## src/rtl/fetch_stage.sv

```systemverilog
// LC-3b instruction fetch stage with IF/ID latch: PC, imem read handshake,
// one-entry pending buffer for decode stalls, and branch redirect.
module fetch_stage #(
    parameter int unsigned      WIDTH    = 16,
    parameter logic [WIDTH-1:0] RESET_PC = '0
) (
    input  logic             clk,
    input  logic             rst_n,
    output logic             imem_read,
    output logic [WIDTH-1:0] imem_address,
    input  logic             imem_resp,
    input  logic [WIDTH-1:0] imem_rdata,
    input  logic             stall,
    input  logic             redirect,
    input  logic [WIDTH-1:0] redirect_pc,
    output logic             id_valid,
    output logic [WIDTH-1:0] id_ir,
    output logic [WIDTH-1:0] id_pc,
    output logic [3:0]       opcode,
    output logic             imm_check,
    output logic [1:0]       dbg_state
);

    // Handshake: imem_read is the request (valid) and is held, with imem_address
    // stable, until the one-cycle imem_resp strobe (ready) completes the transfer.
    typedef enum logic [1:0] {
        IDLE  = 2'd0,
        FETCH = 2'd1,
        PEND  = 2'd2,
        DROP  = 2'd3
    } state_t;

    state_t           state_q, state_d;
    logic [WIDTH-1:0] pc_q, pc_d;
    logic [WIDTH-1:0] addr_q, addr_d;
    logic             id_valid_d;
    logic [WIDTH-1:0] id_ir_d, id_pc_d;
    logic             pend_valid_q, pend_valid_d;
    logic [WIDTH-1:0] pend_ir_q, pend_ir_d;
    logic [WIDTH-1:0] pend_pc_q, pend_pc_d;
    logic             slot_free;
    logic             consume;
    logic [WIDTH-1:0] addr_inc;
    logic [WIDTH-1:0] target;

    assign slot_free = !id_valid || !stall;
    assign consume   = id_valid && !stall;
    assign addr_inc  = addr_q + WIDTH'(2);
    assign target    = redirect_pc & ~WIDTH'(1);

    always_ff @(posedge clk or negedge rst_n) begin
        if (!rst_n) begin
            state_q      <= IDLE;
            pc_q         <= RESET_PC;
            addr_q       <= RESET_PC;
            id_valid     <= 1'b0;
            id_ir        <= '0;
            id_pc        <= '0;
            pend_valid_q <= 1'b0;
            pend_ir_q    <= '0;
            pend_pc_q    <= '0;
        end else begin
            state_q      <= state_d;
            pc_q         <= pc_d;
            addr_q       <= addr_d;
            id_valid     <= id_valid_d;
            id_ir        <= id_ir_d;
            id_pc        <= id_pc_d;
            pend_valid_q <= pend_valid_d;
            pend_ir_q    <= pend_ir_d;
            pend_pc_q    <= pend_pc_d;
        end
    end

    always_comb begin
        state_d      = state_q;
        pc_d         = pc_q;
        addr_d       = addr_q;
        id_valid_d   = id_valid;
        id_ir_d      = id_ir;
        id_pc_d      = id_pc;
        pend_valid_d = pend_valid_q;
        pend_ir_d    = pend_ir_q;
        pend_pc_d    = pend_pc_q;
        imem_read    = (state_q == FETCH) || (state_q == DROP);

        // An empty slot shows id_ir=0, which decodes as a no-op branch.
        if (consume) begin
            id_valid_d = 1'b0;
            id_ir_d    = '0;
        end

        unique case (state_q)
            IDLE: state_d = FETCH;
            FETCH: begin
                if (imem_resp) begin
                    pc_d   = addr_inc;
                    addr_d = addr_inc;
                    if (slot_free) begin
                        id_valid_d = 1'b1;
                        id_ir_d    = imem_rdata;
                        id_pc_d    = addr_inc;
                    end else begin
                        pend_valid_d = 1'b1;
                        pend_ir_d    = imem_rdata;
                        pend_pc_d    = addr_inc;
                        state_d      = PEND;
                    end
                end
            end
            PEND: begin
                if (!stall) begin
                    id_valid_d   = pend_valid_q;
                    id_ir_d      = pend_ir_q;
                    id_pc_d      = pend_pc_q;
                    pend_valid_d = 1'b0;
                    addr_d       = pc_q;
                    state_d      = FETCH;
                end
            end
            DROP: begin
                if (imem_resp) begin
                    addr_d  = pc_q;
                    state_d = FETCH;
                end
            end
            default: state_d = IDLE;
        endcase

        // Redirect overrides everything above; an in-flight read must still
        // complete at its old address, so only DROP keeps addr_q.
        if (redirect) begin
            id_valid_d   = 1'b0;
            id_ir_d      = '0;
            pend_valid_d = 1'b0;
            pc_d         = target;
            if ((state_q == FETCH || state_q == DROP) && !imem_resp) begin
                addr_d  = addr_q;
                state_d = DROP;
            end else begin
                addr_d  = target;
                state_d = FETCH;
            end
        end
    end

    assign imem_address = addr_q;
    assign opcode       = id_ir[WIDTH-1 -: 4];
    assign imm_check    = id_ir[5];
    assign dbg_state    = state_q;

endmodule

```

## config.mk

```make
export PLATFORM = sky130hd
export DESIGN_NAME = fetch_stage
export DESIGN_NICKNAME = d
export VERILOG_FILES = /design/src/rtl/fetch_stage.sv
export SDC_FILE = /design/constraint.sdc
export NUM_CORES = 1
export LEC_CHECK = 0
export ABC_AREA = 1
export CORE_AREA = 2 2 102 104
export DETAILED_ROUTE_END_ITERATION = 6
export DIE_AREA = 0 0 104 106
export GPL_TIMING_DRIVEN = 0
export PLACE_DENSITY_LB_ADDON = 0.05
export SKIP_LAST_GASP = 1
export SYNTH_ARGS = -nofsm -noshare
export SYNTH_HDL_FRONTEND = slang
export SYNTH_SLANG_ARGS = --single-unit
export TNS_END_PERCENT = 5
```

## constraint.sdc

```tcl
create_clock -name clk -period 2 [get_ports clk]
set_clock_uncertainty 0.15 [all_clocks]
set_input_delay 0.4 -clock clk [delete_from_list [all_inputs] [get_ports clk]]
set_output_delay 0.4 -clock clk [all_outputs]
set_load 0.03 [all_outputs]
```

==> After elaboration in Yosys (flattened, before gate mapping) <==
Index checks and enable logic that the tools add are counted.
{ "word_totals": {"reg_bits": 100} }
{ "classes": {"add_sub_neg": 1, "eq_ne": 11, "mux": 36, "n_bitwise": 1, "reduce_logical": 19} }
{ "op_table": {"columns": ["op", "n"], "rows": [
  ["16-bit 2-to-1 mux", 15],
  ["16-bit case mux with 2 select lines", 2],
  ["16-bit case mux with 3 select lines", 1],
  ["16-bit by 2-bit adder with 16-bit output, second input constant", 1],
  ["2-bit 2-to-1 mux", 6],
  ["3-bit inequality test, second input constant", 4],
  ["4-bit AND reduction", 3],
  ["1-bit 2-to-1 mux", 9],
  ["2-bit inequality test, second input constant", 4],
  ["2-bit case mux with 4 select lines", 1],
  ["2-bit nonzero test", 3],
  ["5-bit AND reduction", 1],
  ["2-bit equality test, second input constant", 2],
  ["1-bit case mux with 2 select lines", 2],
  ["4-bit nonzero test", 1],
  ["1-bit zero test", 3],
  ["3-bit AND reduction", 1],
  ["3-bit nonzero test", 1],
  ["2-bit by 1-bit equality test with 1-bit output, second input constant", 1],
  ["1-bit logical AND", 2],
  ["2-bit zero test", 1],
  ["1-bit logical OR", 2],
  ["2-bit AND reduction", 1],
  ["1-bit inverter", 1]
]} }

==> Logic depth before layout (Yosys ltp) <==
Gate-level depths: netlist (run 1).
{ "logic_depth": {"depth_word": 7, "depth_mapped": 11, "ltp_nobuf": 10} }

==> Worst setup path before layout (run 1) <==
No wires, ideal clock.
{ "synth_path": {"path_type": "reg-to-reg", "startpoint": "reg state_q[0], in the netlist dbg_state[0]", "endpoint": "reg id_ir[10]", "n_path_buf": 2, "path_slack_ns": 0.055, "t_arrival_ns": 1.717, "period_less_slack_ns": 1.945, "setup_ns": 0.078, "required_ns": 1.772, "stages_incl_launch_ff": 8, "cell_sequence": "dfrtp_1 inv_1 ha_1 inv_1 clkbuf_1 clkbuf_1 o21ai_0 a21oi_1"} }
{ "synth_via": {"elab_chain_cells": 3} }
{ "synth_lines": {"columns": ["element", "line_no", "source"], "rows": [
  ["from (decl)", "33", "state_t state_q, state_d;"],
  ["from (signal assigned)", "63", "state_q <= state_d;"],
  ["2-bit equality test / 2-bit by 1-bit equality test with 1-bit output (equally long branches)", "93", "unique case (state_q)"],
  ["16-bit case mux with 2 select lines (*)", "93", null],
  ["16-bit 2-to-1 mux (*)", "132", "if (redirect) begin"],
  ["named net id_ir_d[10]", "37", "logic [WIDTH-1:0] id_ir_d, id_pc_d;"],
  ["to (signal assigned)", "67", "id_ir <= id_ir_d;"],
  ["to (decl)", "17", "output logic [WIDTH-1:0] id_ir,"]
]} }
Mark *: on every way through the listed nets, which the timed path passes. The rest lies on a longest branch.
A chain may end at the register's enable or synchronous reset.

==> Final worst setup path (run 1) <==
{ "layout_path": {"startpoint": "reg state_q[1], in the netlist dbg_state[1]", "endpoint": "out dbg_state[1]"} }
{ "layout_lines": {"columns": ["element", "line_no", "source"], "rows": [
  ["to (decl)", "21", "output logic [1:0] dbg_state"]
]} }
No word-level cell between the ends.

==> metrics.md, run 1 <==
| Metric | Value |
|---|---|
| Status | `finished, violations left` |
| Violations in the final reports | `setup timing` |
| Crit path kind | `reg2out` |
| First element of the critical path | `dbg_state[1]` |
| Tightest slew margin relative to the limit | `0.571` |
| Total number of nets in the final design | `799` |
| Fmax achieved | `0.468 GHz` |
| Average wire per standard cell | `15.1 µm` |
| Cells along the critical path | `buf_4 -> clkdlybuf4s50_1` |
| Total of endpoints with negative setup slack in the final report | `22` |
| Overall overflow remaining after global route | `0` |
| Vias in the first global route | `4609` |
| Maximum number of pins on one net before global-route repair | `54` |
| End of the worst register-to-register path | `id_pc[4]` |
| Area share of the largest cell type after synthesis | `0.491` |
| Via count | `4780` |
| Data arrival at the endpoint of the critical path | `1.59 ns` |
| Clock latency on the worst-skew pair | `0.37 ns` |
| Clock tree sinks | `100` |
| Setup slack of the most critical reg-to-reg path | `0 ns` |
| Total detailed-routing wirelength | `13.6 mm` |
| Number of diodes added for antenna fixing | `0` |
| Power after layout | `0.0104 W` |
| Biggest fanout along the worst timing path | `4` |
| Number of failing hold endpoints at the final stage | `0` |
| Total routing resource utilization after global routing | `0.251` |
| Fraction of layout cells with a size suffix above 1 | `0.0944` |
| Post-synthesis net count | `690` |
| Share of the cycle needed by the critical path after routing | `1.07` |
| Cell row count | `37` |
| Buffer cell driving the clock tree root | `sky130_fd_sc_hd__clkbuf_8` |
| DRC violation total after the first TritonRoute iteration | `262` |
| Power density over the cells | `1600 nW/µm²` |
| Distinct cell type count of the synthesized netlist | `30` |
| Setup Total Neg Slack | `-1.20 ns` |
| Starting Density | `0.510` |
| Area of the core | `10000 µm²` |
| Number of slew-limit violations in the final report | `0` |
| Grt met1 use | `0.326` |
| Worst-margin pin slew | `0.643 ns` |
| Number of violations of the max-capacitance limit | `0` |
| Number of nets with antenna violations after routing | `0` |
| Seq/Total Area, Yosys | `0.491` |
| Global-route wire length before repair | `22.1 mm` |
| Endpoint kind of the worst setup timing path | `primary output` |
| Ports | `94` |
| Yosys warnings | `0` |
| Setup repair after global routing missed its margin | `true` |
| Flop and latch count out of synthesis | `100` |
| End of the critical path | `dbg_state[1]` |
| Die Span X | `104 µm` |
| Number of cells produced by synthesis | `649` |
| Buffer depth of the longest clock path | `2` |
| Buffers added on ports | `92` |
| Most area-consuming cells after synthesis | `sky130_fd_sc_hd__dfrtp_1 (49%), sky130_fd_sc_hd__nand2_1 (13%), sky130_fd_sc_hd__o21ai_0 (7.3%), sky130_fd_sc_hd__inv_1 (4.9%), sky130_fd_sc_hd__a21oi_1 (4.1%)` |
| Worst Setup Slack, final | `-0.139 ns` |
| GR Util met3 | `0.0448` |
| Post-Syn Area per Cell | `7.85 µm²` |
| Path depth of the worst reg2reg path | `10` |
| Worst r2r src | `dbg_state[0]` |
| CTS tree | `yes` |
| Worst endpoint required time | `1.45 ns` |
| Floorplan die height | `106 µm` |
| Number of remaining DRC errors | `0` |
| Sort of element at the start of the critical path | `register` |
| Initial antenna violation count | `0` |
| Die area | `11000 µm²` |
| Last weighted congestion value of the routability-driven placer | `0.874` |
| Area overhead of the layout relative to synthesis | `27.1%` |
| Hold crit path type | `reg2reg` |
| Detailed-route vias per instance | `5.32` |
| Min Tclk post-route | `2.14 ns` |
| DPL Wire Length | `9.98 mm` |
| GR Layer Usage met2 | `0.412` |
| Htree depth | `3` |
| Maximum ir drop on the vdd rail | `0.000930 V` |
| Leak | `3.15 nW` |
| Worst path slowest cell | `sky130_fd_sc_hd__clkdlybuf4s50_1` |
| Number of buffers added by the clock tree synthesis step | `9` |
| Peak-usage layer in the global routing report | `met2` |
| Netlist Area Pre-Place | `5100 µm²` |
| Maximum cell stage delay along the critical path | `0.67 ns` |
| Detailed-router iteration count before antenna repair | `5` |
| Clock-pin transition on the worst setup and hold timing paths | `0.11 ns` |
| Biggest area consumer among synthesized cells | `sky130_fd_sc_hd__dfrtp_1` |
[routing by layer]
metal	routed length (µm)	vias up
met1	5870	2278
met3	651	38
li1	-	2306
met2	6610	158
met4	458	0
met5	0	-
[how the worst min path moves through the flow]
stage / startpoint / to / slack [ns] / cells past startpoint
after CTS: id_pc[14] / id_pc[14] / 0.34 / 2
after global routing: pend_pc_q[2] / pend_pc_q[2] / 0.37 / 2
final: id_pc[11] / id_pc[11] / 0.34 / 2
after detailed placement: rst_n / pend_ir_q[1] / 0.32 / 1
after floorplan: rst_n / dbg_state[0] / -0.05 / 0
after global placement: id_pc[11] / id_pc[11] / 0.32 / 2
[through the flow]
step	hold WS [ns]	setup WS, ns	util	instances	area (µm²)
detailed placement	0.318	-0.272	0.621	878	6210
global route	0.366	-0.177	0.648	899	6480
finish	0.340	-0.139	0.648	899	6480
floorplan	-0.0456	0.0553	-	649	5100
global placement	0.317	-3.45	0.619	877	6190
CTS	0.344	-0.154	0.641	895	6410
[cells in the mapped netlist]
cell,number
sky130_fd_sc_hd__and3_1,15
sky130_fd_sc_hd__xor2_1,9
sky130_fd_sc_hd__o211ai_1,4
sky130_fd_sc_hd__o21ai_1,4
sky130_fd_sc_hd__nand3_2,2
sky130_fd_sc_hd__nand2_1,177
sky130_fd_sc_hd__o21bai_1,4
sky130_fd_sc_hd__clkbuf_1,9
sky130_fd_sc_hd__buf_1,1
sky130_fd_sc_hd__dfrtp_1,100
sky130_fd_sc_hd__o21ai_2,1
sky130_fd_sc_hd__inv_1,66
sky130_fd_sc_hd__ha_1,4
sky130_fd_sc_hd__nand4_1,6
sky130_fd_sc_hd__o21ai_0,74
sky130_fd_sc_hd__nor2_4,1
sky130_fd_sc_hd__nand2_2,3
sky130_fd_sc_hd__buf_2,12
sky130_fd_sc_hd__a31oi_1,3
sky130_fd_sc_hd__a32oi_1,1
sky130_fd_sc_hd__a21oi_1,42
sky130_fd_sc_hd__o221ai_1,3
sky130_fd_sc_hd__nor2_1,52
sky130_fd_sc_hd__nor2_2,3
sky130_fd_sc_hd__buf_4,10
sky130_fd_sc_hd__a21boi_1,11
sky130_fd_sc_hd__nand3_1,23
sky130_fd_sc_hd__buf_6,3
sky130_fd_sc_hd__inv_2,4
sky130_fd_sc_hd__o21a_1,2
[critical path: cells and delay by family (launching register included)]
| kind | cells | cell delay, ns |
|---|---|---|
| buffers and inverters | 2 | 0.80 |
| flip-flops | 1 | 0.42 |
[registers in the layout, summed over array words and instances (netlist names)]
name and flops:
dbg_state 2, id_ir 16, id_pc 16, id_valid 1, imem_address 16, pc_q 16
pend_ir_q 16, pend_pc_q 16, pend_valid_q 1
[layout by cell type (no fill, tap or decap), drive strengths merged, types with 6 or more instances in the layout]
| cell | count |
|---|---|
| nand2 | 180 |
| clkbuf | 19 |
| nand4 | 6 |
| a21boi | 11 |
| dfrtp | 100 |
| o21ai | 79 |
| nand3 | 25 |
| clkdlybuf4s50 | 88 |
| xor2 | 9 |
| inv | 72 |
| a21oi | 42 |
| buf | 33 |
| nor2 | 56 |
| and3 | 15 |
[power by group]
group | internal [W] | switching, W
clock network | 0.000464 | 0.000752
logic | 0.00221 | 0.00365
registers | 0.00281 | 0.000501
[cell families after synthesis]
group,count (synthesis),synth area share
AO/OA/AOI/OAI,149,0.161
XOR/XNOR,9,0.0155
adder cells (fa/ha/maj),4,0.00982
buffers and inverters,105,0.0921
flip-flops,100,0.491
AND/OR/NAND/NOR,282,0.231
[timing repair]
action                                  4_1_cts  5_1_grt
setup buffers                                 1        4
endpoints found under the hold margin        47        0
gates resized for setup                       8       17
hold buffers                                  1        0
pin swaps                                     0        1
endpoints found under the setup margin       54      125
[layout make-up]
class                           count  area, µm²
Buffer                             34        209
Clock buffer                       10        128
Clock inverter                      6       47.5
Fill cell                         917       3520
Inverter                           70        263
Multi-Input combinational cell    444       2160
Sequential cell                   100       2510
Tap cell                          136        170
Timing Repair Buffer               99        996
Power figures use the tool's default switching activity.
==> run 2, diff against run 1 <==
--- a/config.mk
+++ b/config.mk
@@ -12,6 +12,7 @@
 export GPL_TIMING_DRIVEN = 0
 export PLACE_DENSITY_LB_ADDON = 0.05
 export SKIP_LAST_GASP = 1
+export SLEW_MARGIN = 20
 export SYNTH_ARGS = -nofsm -noshare
 export SYNTH_HDL_FRONTEND = slang
 export SYNTH_SLANG_ARGS = --single-unit
==> run 2 against run 1 <==
Against the previous run: the run still ends with setup timing left; cell area about the same; wire length increased by 0.40%; global-route usage increased by 0.64 points; utilization about the same; non-clock buffer count decreased by 2; largest power group unchanged.
==> metrics.md, run 2 (synthesis results as in run 1) <==
| Metric | Value |
|---|---|
| Status | `finished, violations left (unchanged)` |
| Violations in the final reports | `setup timing (unchanged)` |
| Grt met1 use | `0.342 (was 0.326)` |
| Worst r2r src | `dbg_state[0] (unchanged)` |
| Floorplan die height | `106 µm (unchanged)` |
| Start point of the worst hold path | `id_pc[11] (unchanged)` |
| CTS tree | `yes (unchanged)` |
| Buffer cell driving the clock tree root | `sky130_fd_sc_hd__clkbuf_8 (unchanged)` |
| Maximum number of pins on one net before global-route repair | `54 (unchanged)` |
| Peak-usage layer in the global routing report | `met2 (unchanged)` |
| Area overhead of the layout relative to synthesis | `27.1% (about the same)` |
| DRC violation total after the first TritonRoute iteration | `314 (was 262)` |
| Tightest slew margin relative to the limit | `0.621 (was 0.571)` |
| Biggest fanout along the worst timing path | `4 (unchanged)` |
| Total detailed-routing wirelength | `13.6 mm (about the same)` |
| Area of the core | `10000 µm² (unchanged)` |
| Clock tree sinks | `100 (unchanged)` |
| Initial antenna violation count | `0 (unchanged)` |
| Setup repair after global routing missed its margin | `true (unchanged)` |
| Depth of the worst hold-timing path | `2 (unchanged)` |
| Number of violations of the max-capacitance limit | `0 (unchanged)` |
| Data arrival at the endpoint of the critical path | `1.60 ns (was 1.59 ns)` |
| Total routing resource utilization after global routing | `0.258 (was 0.251)` |
| Clock-pin transition on the worst setup and hold timing paths | `0.09 ns (was 0.11 ns)` |
| Htree depth | `3 (unchanged)` |
| DPL Wire Length | `9.95 mm (was 9.98 mm)` |
| Most frequent cells in the layout | `sky130_fd_sc_hd__nand2_1 (176), sky130_fd_sc_hd__dfrtp_1 (97), sky130_fd_sc_hd__clkdlybuf4s50_1 (88) (unchanged)` |
| Most common cell after layout, fill and taps aside | `sky130_fd_sc_hd__nand2_1 (unchanged)` |
| Total of endpoints with negative setup slack in the final report | `26 (was 22)` |
| Total number of nets in the final design | `797 (was 799)` |
| Worst Setup Slack, final | `-0.147 ns (was -0.139 ns)` |
| Vias in the first global route | `4625 (was 4609)` |
| Cell row count | `37 (unchanged)` |
| Power after layout | `0.0104 W (about the same)` |
| Number of failing hold endpoints at the final stage | `0 (unchanged)` |
| Min Tclk post-route | `2.15 ns (was 2.14 ns)` |
| Die area | `11000 µm² (unchanged)` |
| Starting Density | `0.510 (unchanged)` |
| Path depth of the worst reg2reg path | `9 (was 10)` |
| Share of the core filled with cells | `0.648 (about the same)` |
| Crit path kind | `reg2out (unchanged)` |
| Share of the cycle needed by the critical path after routing | `1.07 (about the same)` |
| GR Util met3 | `0.0362 (was 0.0448)` |
| Number of diodes added for antenna fixing | `0 (unchanged)` |
| Worst endpoint required time | `1.45 ns (about the same)` |
| Fmax achieved | `0.466 GHz (was 0.468 GHz)` |
| Number of slew-limit violations in the final report | `0 (unchanged)` |
| Number of buffers added by the clock tree synthesis step | `9 (unchanged)` |
| Overall overflow remaining after global route | `0 (unchanged)` |
| Ports | `94 (unchanged)` |
| Worst-margin pin slew | `0.568 ns (was 0.643 ns)` |
| GR Layer Usage met2 | `0.419 (was 0.412)` |
| Leak | `3.14 nW (was 3.15 nW)` |
| Die Span X | `104 µm (unchanged)` |
| Number of remaining DRC errors | `0 (unchanged)` |
| Detailed-route vias per instance | `5.29 (was 5.32)` |
| Setup slack of the most critical reg-to-reg path | `-0.03 ns (was 0 ns)` |
| Via count | `4749 (was 4780)` |
| Endpoint of the worst hold-timing path | `id_pc[11] (unchanged)` |
| Buffers added on ports | `92 (unchanged)` |
| Maximum ir drop on the vdd rail | `0.000886 V (was 0.000930 V)` |
| Average wire per standard cell | `15.2 µm (was 15.1 µm)` |
| Clock latency on the worst-skew pair | `0.38 ns (was 0.37 ns)` |
| Global-route wire length before repair | `22.5 mm (was 22.1 mm)` |
| Detailed-router iteration count before antenna repair | `5 (unchanged)` |
| Last weighted congestion value of the routability-driven placer | `0.874 (unchanged)` |
| Endpoint kind of the worst setup timing path | `primary output (unchanged)` |
| Sort of element at the start of the critical path | `register (unchanged)` |
| End of the worst register-to-register path | `pend_valid_q (was id_pc[4])` |
| Buffer depth of the longest clock path | `2 (unchanged)` |
| Power density over the cells | `1600 nW/µm² (about the same)` |
| Number of nets with antenna violations after routing | `0 (unchanged)` |
| Hold crit path type | `reg2reg (unchanged)` |
| Fraction of layout cells with a size suffix above 1 | `0.0959 (was 0.0944)` |
## run 2: layout make-up
class,count,area [µm²]
well taps,136,170
fillers,912,3520
multi-input cells,444,2170
plain buffers,35,216
inverters,70,263
repair buffers,96,983
clock buffers,10,128
flip-flops and latches,100,2510
clock inverters,6,40.0
## run 2: worst max-delay path, cell delays in order (launching register included)
cell and delay, ns:
sky130_fd_sc_hd__dfrtp_1 0.43, sky130_fd_sc_hd__buf_4 0.13, sky130_fd_sc_hd__clkdlybuf4s50_1 0.66
## run 2: routing by layer
layer	up-vias	share of wire	routed length (µm)
met4	0	0.032	434
met3	30	0.042	573
met5	-	0	0
met1	2274	0.44	5990
met2	146	0.49	6640
li1	2299	-	-
## run 2: power breakdown
group / internal [W] / switching, W / total, W
Combinational: 0.00220 / 0.00366 / 0.00586
Clock: 0.000454 / 0.000730 / 0.00118
Sequential: 0.00281 / 0.000521 / 0.00333
## run 2: per-stage QoR
| stage | area [µm²] | hold slack, ns | instances | setup TNS [ns] | setup slack (ns) |
|---|---|---|---|---|---|
| floorplan | 5100 | -0.0456 | 649 | 0 | 0.0553 |
| global placement | 6190 | 0.317 | 877 | -356.72 | -3.45 |
| detailed placement | 6220 | 0.224 | 878 | -16.39 | -0.268 |
| CTS | 6410 | 0.344 | 896 | -2.12 | -0.160 |
| global route | 6480 | 0.371 | 897 | -6.98 | -0.197 |
| finish | 6480 | 0.338 | 897 | -1.60 | -0.147 |
## run 2: worst max path at each step
stage                          startpoint              end  slack (ns)  cells past startpoint
after CTS                 imem_address[3]  imem_address[3]       -0.16                      1
after detailed placement            stall        id_pc[15]       -0.27                     10
after floorplan              dbg_state[0]        id_ir[10]        0.06                      7
final                        dbg_state[1]     dbg_state[1]       -0.15                      2
after global routing         dbg_state[0]        id_ir[14]       -0.20                      7
after global placement              rst_n          pc_q[8]       -3.45                      1
## run 2: timing repair
item | CTS | global route
endpoints found under the setup margin | 56 | 126
pin swaps | 0 | 1
gates resized for setup | 8 | 21
hold buffers | 1 | 0
buffers inserted | 1 | 1
hold endpoints to repair | 47 | 0
==> run 3, diff against run 2 <==
--- a/config.mk
+++ b/config.mk
@@ -16,4 +16,4 @@
 export SYNTH_ARGS = -nofsm -noshare
 export SYNTH_HDL_FRONTEND = slang
 export SYNTH_SLANG_ARGS = --single-unit
-export TNS_END_PERCENT = 5
+export TNS_END_PERCENT = 50
==> constraint.sdc (replaced) <==
create_clock -name clk -period 2.1 [get_ports clk]
set_clock_uncertainty 0.15 [all_clocks]
set_input_delay 0.42 -clock clk [delete_from_list [all_inputs] [get_ports clk]]
set_output_delay 0.42 -clock clk [all_outputs]
set_load 0.03 [all_outputs]
==> run 3 against run 2 <==
Against the previous run: the run now ends clean; worst hold slack better by 0.0011 ns; sequential share of layout area up 0.13 points; die area unchanged; sequential power down 5%; global-route usage about the same; register-to-register slack better by 0.08 ns; non-clock buffer count down 2; critical endpoint is now id_ir[5].
==> metrics.md, run 3 (synthesis results as in run 1) <==
| Metric | Value |
|---|---|
| Status | `finished, final reports clean (was finished, violations left)` |
| DRC violation total after the first TritonRoute iteration | `280 (was 314)` |
| Clock tree sinks | `100 (unchanged)` |
| Hold crit path type | `reg2reg (unchanged)` |
| Net Sw Frac | `0.475 (was 0.473)` |
| Average wire per standard cell | `15.2 µm (about the same)` |
| Data arrival at the endpoint of the critical path | `1.51 ns (was 1.60 ns)` |
| P_int | `0.00513 W (was 0.00547 W)` |
| Tightest slew margin relative to the limit | `0.622 (was 0.621)` |
| Cells along the critical path | `buf_4 -> clkdlybuf4s50_1 (unchanged)` |
| Number of diodes added for antenna fixing | `0 (unchanged)` |
| Most common cell after layout, fill and taps aside | `sky130_fd_sc_hd__nand2_1 (unchanged)` |
| End of the worst register-to-register path | `pend_valid_q (unchanged)` |
| Start point of the worst hold path | `id_pc[11] (unchanged)` |
| Most frequent cells in the layout | `sky130_fd_sc_hd__nand2_1 (175), sky130_fd_sc_hd__dfrtp_1 (98), sky130_fd_sc_hd__clkdlybuf4s50_1 (77) (was sky130_fd_sc_hd__nand2_1 (176), sky130_fd_sc_hd__dfrtp_1 (97), sky130_fd_sc_hd__clkdlybuf4s50_1 (88))` |
| Post-route worst hold slack | `0.339 ns (was 0.338 ns)` |
| Number of remaining DRC errors | `0 (unchanged)` |
| Area of combinational cells with multiple inputs | `2150 µm² (was 2170 µm²)` |
| Worst endpoint required time | `1.53 ns (was 1.45 ns)` |
| Floorplan die height | `106 µm (unchanged)` |
| Total number of nets in the final design | `795 (was 797)` |
| Min Tclk post-route | `2.08 ns` |
| Die area | `11000 µm² (unchanged)` |
| CTS tree | `yes (unchanged)` |
| Gate family responsible for the most delay along the worst path | `buffers and inverters (unchanged)` |
| Endpoint of the worst hold-timing path | `id_pc[11] (unchanged)` |
| Number of placed instances, taps included | `878 (unchanged)` |
| Path depth of the worst reg2reg path | `9 (unchanged)` |
| Fraction of layout cells with a size suffix above 1 | `0.0896 (was 0.0959)` |
| Worst Path Buf+Inv | `2 (unchanged)` |
| Share of the cycle needed by the critical path after routing | `0.992` |
| Detailed-router iteration count before antenna repair | `5 (unchanged)` |
| Worst r2r src | `dbg_state[1] (was dbg_state[0])` |
| Ports | `94 (unchanged)` |
| Number of violations of the max-capacitance limit | `0 (unchanged)` |
| Htree depth | `3 (unchanged)` |
| Crit path kind | `reg2out (unchanged)` |
| Number of buffers added by the clock tree synthesis step | `9 (unchanged)` |
| Last weighted congestion value of the routability-driven placer | `0.874 (unchanged)` |
| Endpoint kind of the worst setup timing path | `primary output (unchanged)` |
| Maximum ir drop on the vdd rail | `0.000835 V (was 0.000886 V)` |
| Clock latency on the worst-skew pair | `0.38 ns (about the same)` |
| Fmax achieved | `0.480 GHz` |
| Via count | `4771 (was 4749)` |
| Initial antenna violation count | `0 (unchanged)` |
| Setup Total Neg Slack | `0 ns (was -1.60 ns)` |
| Depth of the worst hold-timing path | `2 (unchanged)` |
| DPL Wire Length | `9.95 mm (unchanged)` |
| Cell row count | `37 (unchanged)` |
| Worst path slowest cell | `sky130_fd_sc_hd__clkdlybuf4s50_1 (unchanged)` |
| Maximum cell stage delay along the critical path | `0.65 ns (was 0.66 ns)` |
| Maximum number of pins on one net before global-route repair | `54 (unchanged)` |
| Power density over the cells | `1510 nW/µm² (was 1600 nW/µm²)` |
| Number of failing hold endpoints at the final stage | `0 (unchanged)` |
| Sequential Area | `2500 µm² (was 2510 µm²)` |
| Buffer depth of the longest clock path | `2 (unchanged)` |
| Worst-margin pin slew | `0.567 ns (was 0.568 ns)` |
| Starting Density | `0.510 (unchanged)` |
| Power share of the combinational group | `0.559 (was 0.565)` |
| Count of placed standard cells in the final layout, fillers left out | `895 (was 897)` |
| Total of endpoints with negative setup slack in the final report | `0 (was 26)` |
| Sw Pwr | `0.00463 W (was 0.00491 W)` |
| Number of nets with antenna violations after routing | `0 (unchanged)` |
| Vias in the first global route | `4612 (was 4625)` |
| Clock-pin transition on the worst setup and hold timing paths | `0.10 ns (was 0.09 ns)` |
| Overall overflow remaining after global route | `0 (unchanged)` |
| Area of the core | `10000 µm² (unchanged)` |
| Leak | `3.28 nW (was 3.14 nW)` |
| Sort of element at the start of the critical path | `register (unchanged)` |
| Total routing resource utilization after global routing | `0.258 (about the same)` |
| Total detailed-routing wirelength | `13.6 mm (about the same)` |
| Sequential cell fraction of total power | `0.325 (was 0.321)` |
| Setup slack of the most critical reg-to-reg path | `0.05 ns (was -0.03 ns)` |
| Fillers | `910 (was 912)` |
| Number of slew-limit violations in the final report | `0 (unchanged)` |
| Clk pwr share | `0.117 (was 0.114)` |
| Biggest fanout along the worst timing path | `3 (was 4)` |
| Global-route wire length before repair | `22.5 mm (about the same)` |
| Detailed-route vias per instance | `5.33 (was 5.29)` |
| Setup repair after global routing missed its margin | `true (unchanged)` |
| Die Span X | `104 µm (unchanged)` |
| Buffer cell driving the clock tree root | `sky130_fd_sc_hd__clkbuf_8 (unchanged)` |
| Area overhead of the layout relative to synthesis | `26.6% (was 27.1%)` |
| Buffers added on ports | `92 (unchanged)` |
-- run 3: area by class of cell --
type                       instances  share of cell area
multi-input combinational        444               0.333
timing repair buffer              95               0.153
clock inverter                     6             0.00620
sequential                       100               0.388
tap                              136              0.0264
buffer                            34              0.0332
inverter                          70              0.0407
clock buffer                      10              0.0198
-- run 3: worst min-delay path, delay by kind of cell (launching register included) --
family | cells | cell delay, ns
and+or+nand+nor | 2 | 0.11
DFF | 1 | 0.35
-- run 3: layer usage --
metal	track usage	up-vias	routed length [µm]
met4	0.125	0	445
met1	0.342	2281	5850
li1	-	2297	-
met3	0.0362	35	690
met2	0.419	158	6590
met5	0	-	0
-- run 3: through the flow --
step / power (W) / area (µm²) / util / setup slack, ns
5_1_grt: 0.0105 / 6450 / 0.645 / -0.105
4_1_cts: 0.00973 / 6400 / 0.640 / -0.0647
3_5_place_dp: 0.00860 / 6220 / 0.622 / -0.188
6_report: 0.00977 / 6450 / 0.645 / 0.0176
2_1_floorplan: 0.00666 / 5100 / - / 0.155
3_3_place_gp: 0.00848 / 6190 / 0.619 / -3.37
-- run 3: worst max path at each step --
stage | endpoint | slack (ns) | depth (start not counted) | startpoint
finish | id_ir[5] | 0.02 | 2 | id_ir[5]
detailed placement | id_pc[15] | -0.19 | 10 | stall
floorplan | id_ir[10] | 0.16 | 7 | dbg_state[0]
CTS | imem_read | -0.06 | 5 | dbg_state[1]
global route | pend_valid_q | -0.11 | 9 | dbg_state[1]
global placement | pc_q[8] | -3.37 | 1 | rst_n
-- run 3: power by group through the flow --
stage | clock [W] | combinational, W | sequential [W]
floorplan | 0 | 0.00277 | 0.00390
global placement | 0 | 0.00530 | 0.00319
detailed placement | 0 | 0.00540 | 0.00320
CTS | 0.00114 | 0.00542 | 0.00317
global route | 0.00123 | 0.00600 | 0.00326
finish | 0.00114 | 0.00546 | 0.00317
-- run 3: what timing repair did --
item                                   4_1_cts  5_1_grt
hold buffers                                 1        0
buffers inserted                             1        0
endpoints found under the hold margin       47        0
gates resized for setup                      8       27
pin swaps                                    0        0
setup endpoints to repair                   21       61
